--- src/rtl/alu_seq_pkg.sv ---
// Shared definitions for the ALU sequencer: opcodes, FSM states, instruction fields.
// Optional flag outputs are enabled in the top with ALU_SEQ_FLAGS_EN.
package alu_seq_pkg;

  localparam int NUM_OPS = 9;

  localparam logic [3:0] OP_PASS = 4'd0;
  localparam logic [3:0] OP_ADD  = 4'd1;
  localparam logic [3:0] OP_SUB  = 4'd2;
  localparam logic [3:0] OP_SHR  = 4'd3;
  localparam logic [3:0] OP_SHL  = 4'd4;
  localparam logic [3:0] OP_AND  = 4'd5;
  localparam logic [3:0] OP_OR   = 4'd6;
  localparam logic [3:0] OP_XOR  = 4'd7;
  localparam logic [3:0] OP_NOT  = 4'd8;
  localparam logic [3:0] OP_LDI  = 4'd9;

  localparam int OPC_LSB = 12;
  localparam int RD_LSB  = 9;
  localparam int RS1_LSB = 6;
  localparam int RS2_LSB = 3;
  localparam int IMM_W   = 9;

  typedef enum logic [1:0] {IDLE, READ, EXEC, RETIRE} state_t;

  // One-hot strobe vector, bit i drives the logic_unit operation with opcode i.
  function automatic logic [NUM_OPS-1:0] op_strobes(input logic [3:0] op);
    logic [NUM_OPS-1:0] s;
    s = '0;
    case (op)
      OP_PASS: s[0] = 1'b1;
      OP_ADD:  s[1] = 1'b1;
      OP_SUB:  s[2] = 1'b1;
      OP_SHR:  s[3] = 1'b1;
      OP_SHL:  s[4] = 1'b1;
      OP_AND:  s[5] = 1'b1;
      OP_OR:   s[6] = 1'b1;
      OP_XOR:  s[7] = 1'b1;
      OP_NOT:  s[8] = 1'b1;
      default: s = '0;
    endcase
    return s;
  endfunction

  function automatic logic is_illegal(input logic [3:0] op);
    return op > OP_LDI;
  endfunction

endpackage

--- src/rtl/alu_seq_regfile.sv ---
// Register file for the ALU sequencer: two combinational read ports,
// one synchronous write port, asynchronous clear.
module alu_seq_regfile
  import alu_seq_pkg::*;
#(
  parameter int DATA_W  = 16,
  parameter int REG_CNT = 8,
  parameter int AW      = $clog2(REG_CNT)
) (
  input  logic              clk,
  input  logic              rst,
  input  logic [AW-1:0]     ra1,
  input  logic [AW-1:0]     ra2,
  output logic [DATA_W-1:0] rd1,
  output logic [DATA_W-1:0] rd2,
  input  logic              we,
  input  logic [AW-1:0]     wa,
  input  logic [DATA_W-1:0] wd
);

  logic [REG_CNT-1:0][DATA_W-1:0] mem;

  always_ff @(posedge clk or posedge rst) begin
    if (rst)     mem <= '0;
    else if (we) mem[wa] <= wd;
  end

  assign rd1 = mem[ra1];
  assign rd2 = mem[ra2];

endmodule

--- src/rtl/alu_sequencer.sv ---
// Control stage in front of logic_unit: fetch handshake, operand read, strobe, writeback.
// Define ALU_SEQ_FLAGS_EN to add zero_flag/neg_flag outputs tracking the last writeback.
module alu_sequencer
  import alu_seq_pkg::*;
#(
  parameter int DATA_W  = 16,
  parameter int REG_CNT = 8
) (
  input  logic              clk,
  input  logic              rst,
  input  logic              instr_valid,
  output logic              instr_ready,
  input  logic [15:0]       instr,
  output logic              passthrough,
  output logic              add,
  output logic              sub,
  output logic              shr,
  output logic              shl,
  output logic              band,
  output logic              bor,
  output logic              bxor,
  output logic              bnegate,
  output logic [DATA_W-1:0] bus1,
  output logic [DATA_W-1:0] bus2,
  input  logic [DATA_W-1:0] bus3,
  output logic              done,
  output logic              illegal
`ifdef ALU_SEQ_FLAGS_EN
  ,
  output logic              zero_flag,
  output logic              neg_flag
`endif
);

  localparam int AW = $clog2(REG_CNT);

  state_t              state_q, state_n;
  logic [15:0]         ir_q;
  logic                ready_q;
  logic [NUM_OPS-1:0]  stb;
  logic [3:0]          op;
  logic [AW-1:0]       rd_a, rs1_a, rs2_a;
  logic [DATA_W-1:0]   rd1, rd2, wd, imm_ext;
  logic                we;
  logic                accept;

  assign op      = ir_q[OPC_LSB +: 4];
  assign rd_a    = ir_q[RD_LSB  +: AW];
  assign rs1_a   = ir_q[RS1_LSB +: AW];
  assign rs2_a   = ir_q[RS2_LSB +: AW];
  assign imm_ext = {{(DATA_W-IMM_W){1'b0}}, ir_q[IMM_W-1:0]};
  assign accept  = (state_q == IDLE) && instr_valid && ready_q;

  alu_seq_regfile #(.DATA_W(DATA_W), .REG_CNT(REG_CNT)) u_rf (
    .clk (clk),
    .rst (rst),
    .ra1 (rs1_a),
    .ra2 (rs2_a),
    .rd1 (rd1),
    .rd2 (rd2),
    .we  (we),
    .wa  (rd_a),
    .wd  (wd)
  );

  always_ff @(posedge clk or posedge rst) begin
    if (rst) state_q <= IDLE;
    else     state_q <= state_n;
  end

  // ready is registered so it stays low for the first cycle after reset.
  always_ff @(posedge clk or posedge rst) begin
    if (rst) begin
      ready_q <= 1'b0;
      ir_q    <= '0;
      bus1    <= '0;
      bus2    <= '0;
    end else begin
      ready_q <= (state_n == IDLE);
      if (accept) ir_q <= instr;
      if (state_q == READ) begin
        bus1 <= rd1;
        bus2 <= rd2;
      end
    end
  end

  always_comb begin
    state_n = state_q;
    stb     = '0;
    done    = 1'b0;
    illegal = 1'b0;
    we      = 1'b0;
    wd      = bus3;
    case (state_q)
      IDLE:   if (accept) state_n = READ;
      READ:   state_n = EXEC;
      EXEC: begin
        state_n = RETIRE;
        stb     = op_strobes(op);
        // bus3 is only meaningful here, while a strobe is driving logic_unit.
        if (op <= OP_NOT) we = 1'b1;
        else if (op == OP_LDI) begin
          we = 1'b1;
          wd = imm_ext;
        end
      end
      RETIRE: begin
        state_n = IDLE;
        done    = 1'b1;
        illegal = is_illegal(op);
      end
      default: state_n = IDLE;
    endcase
  end

  assign {bnegate, bxor, bor, band, shl, shr, sub, add, passthrough} = stb;
  assign instr_ready = ready_q;

`ifdef ALU_SEQ_FLAGS_EN
  always_ff @(posedge clk or posedge rst) begin
    if (rst) begin
      zero_flag <= 1'b0;
      neg_flag  <= 1'b0;
    end else if (we) begin
      zero_flag <= (wd == '0);
      neg_flag  <= wd[DATA_W-1];
    end
  end
`endif

endmodule

--- config.mk ---
export PLATFORM = sky130hd
export DESIGN_NAME = alu_sequencer
export DESIGN_NICKNAME = d
export VERILOG_FILES = /design/src/rtl/alu_seq_pkg.sv /design/src/rtl/alu_seq_regfile.sv /design/src/rtl/alu_sequencer.sv
export SDC_FILE = /design/constraint.sdc
export NUM_CORES = 1
export LEC_CHECK = 0
export CAP_MARGIN = 20
export CORE_MARGIN = 4
export CORE_UTILIZATION = 30
export CTS_CLUSTER_DIAMETER = 50
export DETAILED_ROUTE_END_ITERATION = 8
export SETUP_SLACK_MARGIN = 0.15
export SLEW_MARGIN = 40
export SYNTH_ARGS = -nofsm -noshare
export SYNTH_HDL_FRONTEND = slang
export SYNTH_SLANG_ARGS = --single-unit
--- constraint.sdc ---
create_clock -name clk -period 16.1 [get_ports clk]
set_clock_uncertainty 0.15 [all_clocks]
set_input_delay 4.025 -clock clk [delete_from_list [all_inputs] [get_ports clk]]
set_output_delay 4.025 -clock clk [all_outputs]
set_load 0.03 [all_outputs]
==> impl_metrics.tcl, run 1 <==
set metrics [dict create \
    status "completed" \
    syn_area_sq_um 8760 \
    clk_latency_ns 0.44 \
    cp-start-kind "register" \
    critPathTopFamily "buffers and inverters" \
    hold_ws_ns 0.356 \
    syn_inst 874 \
    hpwlAfterDp_microns 14500 \
    drt-total-wl_microns 24300 \
    num_rows 62 \
    post_cts_resized 0 \
    post-route-period-util_pct 42.1 \
    max_slew_margin_pct 40.8 \
    ios 79 \
    ctsHtreeMaxLevel 4 \
    detail_route.vias_per_cell 4.94 \
    fill_cells 2880 \
    final_area_sq_um 10500 \
    critPathLaunch "state_q[0]" \
    die_h_microns 179 \
    gr-usage-all-layers_pct 15.8 \
    crit_required_ns 11.93 \
    hold_viol_final 0 \
    vias 6496 \
    synth_edf_count 0 \
    endpoint_kind "output pin" \
    irDropWorstVdd_mv 0.131 \
    finalNonFillerCells 1315 \
    nNetsFinal 958 \
    power_leakage_nw 4.71 \
    reg2reg_to "u_rf.mem[72]" \
    initial_core_util_pct 30.4 \
    yosysMostFrequentCell "dfrtp_1" \
    hold_buffers 0 \
    drv_slew 0 \
    cp_slowest_cell "clkdlybuf4s50_1" \
    cp.arrival_ns 2.61 \
    cp_num_cells 5 \
    ant_nets 0 \
    core_sq_um 28800 \
    synthTopCellsByArea "dfrtp_1 (51%), mux2i_1 (15%), o21ai_0 (8.7%)" \
    yosysWarnings 0 \
    period_needed_ns 6.78 \
    numPortBuffers 78 \
    timing.final.ws_setup_ns 9.32 \
    min_path_type "register to register" \
    grt_pass1_wl_microns 38300 \
    finalSetupViolations 0 \
    fp.dieW_microns 179 \
    cts-root-buf "clkbuf_16" \
    dpl_cell_area_sq_um 9900 \
    syn_avg_cell_area_sq_um 10.0 \
    critPathCapture "passthrough" \
    crit_chain "inv_1 -> ha_1 -> or3b_2 -> nor3_1 -> clkdlybuf4s50_1" \
    critPathMaxFanout 7 \
    tightest_slew_ns 0.863 \
    synth_area_leader_cell "dfrtp_1" \
    first_global_vias 6489 \
    grt_max_degree 100 \
    drt_iter0_drc 489 \
    drt_first_pass_iters 5 \
    n_antenna_cell 0 \
    async_reset_ff_share_pct 100 \
    rr_startpoint "state_q[0]" \
    place.gp.congestion 0.749 \
    synth_cell_types 29 \
    netlist_top_cells_count "dfrtp_1 (179), o21ai_0 (153), nand2_1 (138)" \
    remaining_drc_errors 0 \
    synth-seq-cells 179 \
    clk_path_buf_depth 2 \
    r2r_cells 6 \
    dpl_worst_slack_ns 9.77 \
    grt_use_met3_pct 3.99 \
    grt_most_used_layer "met2" \
    grt_overflow 0 \
    post-cts-setup-buffers 0 \
    areaGrowthSynthToFinish_pct 20.1 \
    wl_per_cell_microns 18.5 \
    yosysSeqAreaShare_pct 51.1 \
    synth_top_area_share_pct 51.1 \
    die-area_sq_um 32000 \
    clkSinkCount 179 \
    synth_ff_type "dfrtp_1" \
    worstSetupPathType "register to output pin" \
    cts_tree "done" \
    antenna_found_initial 0 \
    final.setup.tns_ns 0 \
    reg2reg_slack_ns 13.37 \
    path_buf_inv 2 \
    maxCapViolations 0 \
    rsz0062_at_grt "no" \
    cts_inserted_buffers 17 \
    drive_above_1_share_pct 8.81 \
    slowest_delay_ns 0.70 \
    grtUsageMet2_pct 23.4 \
    placedCellCount 1283 \
    path_clk_slew_ns 0.06 \
    met1_usage_pct 22.9 \
    max_freq_mhz 147 \
    power.density_nw_per_um2 225 \
    synth_nets 914 \
]
## stage by stage
step	total power, mW	util (%)
floorplan	1.59	-
global placement	1.90	34.2
detailed placement	1.94	34.4
CTS	2.38	36.5
global route	2.54	36.6
finish	2.37	36.6
## layout by cell type (no fill, tap or decap), types with 2 or more instances in the layout
cell type        count
nor2b_4              3
clkinv_2             2
clkinvlp_4           5
clkbuf_16           17
nor3_1               3
o21ai_0            153
nand2_1            138
dfrtp_4              2
buf_4               10
dfrtp_1            177
mux2_2              16
mux2i_2              3
a22oi_1             64
mux2i_1            131
clkdlybuf4s50_1     78
bufinv_16            3
mux2i_4              3
nand3_1             34
and2_2               2
buf_6                3
o21ai_1              8
inv_1               34
nand3b_1             2
and2_1               2
nor2_4               2
nand4b_1             4
clkinv_4             3
inv_6                2
nor2b_1              2
ha_1                 4
nor2_1              10
## report_power, final
| part | total, mW | internal (mW) | switching, mW |
|---|---|---|---|
| clock network | 0.432 | 0.245 | 0.187 |
| logic | 1.06 | 0.439 | 0.619 |
| registers | 0.878 | 0.686 | 0.192 |
## cell type report
type / instances / area (sq um) / share of cell area [%]
Multi-Input combinational cell: 594 / 3920 / 37.2
Clock inverter: 15 / 181 / 1.72
Clock buffer: 17 / 425 / 4.04
Sequential cell: 179 / 4490 / 42.6
Timing Repair Buffer: 91 / 890 / 8.46
Inverter: 35 / 139 / 1.32
Tap cell: 384 / 480 / 4.57
## worst min path at each step
stage                  startpoint            end  slack [ns]  cells after the start
floorplan             u_rf.mem[0]    u_rf.mem[0]        0.32                      2
global placement     u_rf.mem[13]   u_rf.mem[13]        0.33                      2
detailed placement  u_rf.mem[100]  u_rf.mem[100]        0.34                      2
CTS                 u_rf.mem[100]  u_rf.mem[100]        0.36                      2
global route          u_rf.mem[9]    u_rf.mem[9]        0.38                      2
finish               u_rf.mem[13]   u_rf.mem[13]        0.36                      2
## worst register-to-register path: stages (launching register included)
cell and delay (ns):
dfrtp_1 0.40, inv_1 0.13, ha_1 0.28, nand3b_1 0.14, or2_2 0.50, mux2i_1 0.74
o21ai_0 0.23
## sequential cells by signal (all words and copies together) (netlist names)
| name | cells |
|---|---|
| bus1 | 16 |
| u_rf.mem | 128 |
| state_q | 2 |
| bus2 | 16 |
| ir_q | 16 |
| instr_ready | 1 |
## cell families (layout without fill, tap and decap cells)
logic type                 after synthesis  after routing  share of synthesized area [%]
AOI/OAI and AO/OA                      227            227                           14.8
adders and majority gates                5              5                          0.714
buffers and inverters                  101            158                           4.84
DFF                                    179            179                           51.1
muxes                                  153            153                           18.1
and+or+nand+nor                        209            209                           10.4
## metal layers
metal	up-vias	share of wire (%)
met2	194	44
met5	-	0
met1	3123	48
li1	3157	-
met4	0	1.1
met3	22	6.3
(Power assumes the default switching activity.)
==> run 2: changes to the inputs <==
- clock period: 16.1 -> 7.09 ns (I/O delays scaled with it)
==> impl_metrics.tcl, run 2 (synthesis results as in run 1) <==
set metrics [dict create \
    numPortBuffers 78 \
    drt-total-wl_microns 24200 \
    rsz0062_at_grt "no" \
    critPathMaxFanout 7 \
    max_freq_mhz 220 \
    drt_first_pass_iters 5 \
    post_cts_resized 0 \
    cp.arrival_ns 2.63 \
    grt_overflow 0 \
    hold_viol_final 0 \
    grt_pass1_wl_microns 38300 \
    final_cell_mix "dfrtp_1 (177), o21ai_0 (153), nand2_1 (138)" \
    slowest_delay_ns 0.70 \
    multi_input_area_sq_um 3920 \
    drive_above_1_share_pct 8.81 \
    crit_chain "inv_1 -> ha_1 -> or3b_2 -> nor3_1 -> clkdlybuf4s50_1" \
    power.density_nw_per_um2 515 \
    final.setup.tns_ns 0 \
    path_buf_inv 2 \
    final_area_sq_um 10600 \
    finalSetupViolations 0 \
    endpoint_kind "output pin" \
    n_antenna_cell 0 \
    core_sq_um 28800 \
    hold_buffers 0 \
    post-cts-setup-buffers 0 \
    max_slew_margin_pct 42.0 \
    ios 79 \
    r2r_cells 6 \
    clk_path_buf_depth 2 \
    remaining_drc_errors 0 \
    areaGrowthSynthToFinish_pct 20.7 \
    cts_inserted_buffers 17 \
    tightest_slew_ns 0.870 \
    maxCapViolations 0 \
    fp.dieW_microns 179 \
    largest_register_ffs 128 \
    ant_nets 0 \
    first_global_vias 6607 \
    timing.final.ws_setup_ns 2.54 \
    hpwlAfterDp_microns 14700 \
    wl_per_cell_microns 18.4 \
    clkSinkCount 179 \
    clk_latency_ns 0.43 \
    initial_core_util_pct 30.4 \
    place.gp.congestion 0.750 \
    cp-start-kind "register" \
    cp_slowest_cell "clkdlybuf4s50_1" \
    period_needed_ns 4.55 \
    grt_max_degree 98 \
    largest_register "u_rf.mem" \
    ctsHtreeMaxLevel 4 \
    power_leakage_nw 4.74 \
    die-area_sq_um 32000 \
    dpl_worst_slack_ns 3.00 \
    critPathTopFamily "buffers and inverters" \
    hold_path_depth 2 \
    crit_required_ns 5.17 \
    gr-usage-all-layers_pct 15.6 \
    path_clk_slew_ns 0.07 \
    drt_iter0_drc 460 \
    min_path_type "register to register" \
    irDropWorstVdd_mv 0.308 \
    num_rows 62 \
    seqCellArea_sq_um 4490 \
    dpl_cell_area_sq_um 9900 \
    final_common_cell "dfrtp_1" \
    cts_tree "done" \
    vias 6544 \
    status "completed" \
    drv_slew 0 \
    fill_cells 2826 \
    antenna_found_initial 0 \
    nNetsFinal 959 \
    post-route-period-util_pct 64.1 \
    worstSetupPathType "register to output pin" \
    cp_num_cells 5 \
    die_h_microns 179 \
    detail_route.vias_per_cell 4.98 \
    cts-root-buf "clkbuf_16" \
]
[run 2: cell count changes in the layout (fill, tap and decap cells not counted), sizes merged]
cell and delta:
clkinvlp -3, bufinv +2, clkbuf +2, inv -2, buf +1
[run 2: where the power goes]
group	switching [mW]	internal, mW	leakage, nW	total (mW)
registers	0.424	1.56	2.11	1.98
clock network	0.410	0.644	0.315	1.05
logic	1.41	0.999	2.32	2.41
[run 2: area by class of cell]
class                   instances  area share [%]
clock buffers                  19            4.28
clock inverters                12            1.94
inverters                      35            1.31
multi-input cells             594            37.0
flip-flops and latches        179            42.4
well taps                     384            4.54
repair buffers                 92            8.45
[run 2: final timing paths]
check,startpoint,end,slack (ns)
max,state_q[0],passthrough,2.54
min,u_rf.mem[26],u_rf.mem[26],0.35
max reg2reg,state_q[0],u_rf.mem[72],4.44
min reg2reg,u_rf.mem[26],u_rf.mem[26],0.35
max in group asynchronous,rst,ir_q[3],4.00
min in group asynchronous,rst,u_rf.mem[62],1.69
[run 2: worst register-to-register path, stage by stage (launching register included)]
cell	delay [ns]
dfrtp_1	0.40
inv_1	0.13
ha_1	0.30
nand3b_1	0.15
or2_2	0.51
mux2i_1	0.65
o21ai_0	0.21
[run 2: per-layer routing]
layer | track usage [%] | vias to the layer above | wire length, microns
met5 | 0 | - | 0
met4 | 4.41 | 0 | 386
met3 | 3.61 | 32 | 1670
met2 | 23.3 | 202 | 10600
met1 | 22.6 | 3156 | 11600
li1 | - | 3154 | -
[run 2: through the flow]
stage / utilization [%] / instances / power [mW] / hold slack (ns)
floorplan: - / 874 / 3.60 / 0.320
global placement: 34.3 / 1284 / 4.32 / 0.334
detailed placement: 34.4 / 1284 / 4.41 / 0.342
CTS: 36.7 / 1315 / 5.47 / 0.356
global route: 36.7 / 1315 / 5.84 / 0.375
finish: 36.7 / 1315 / 5.44 / 0.353
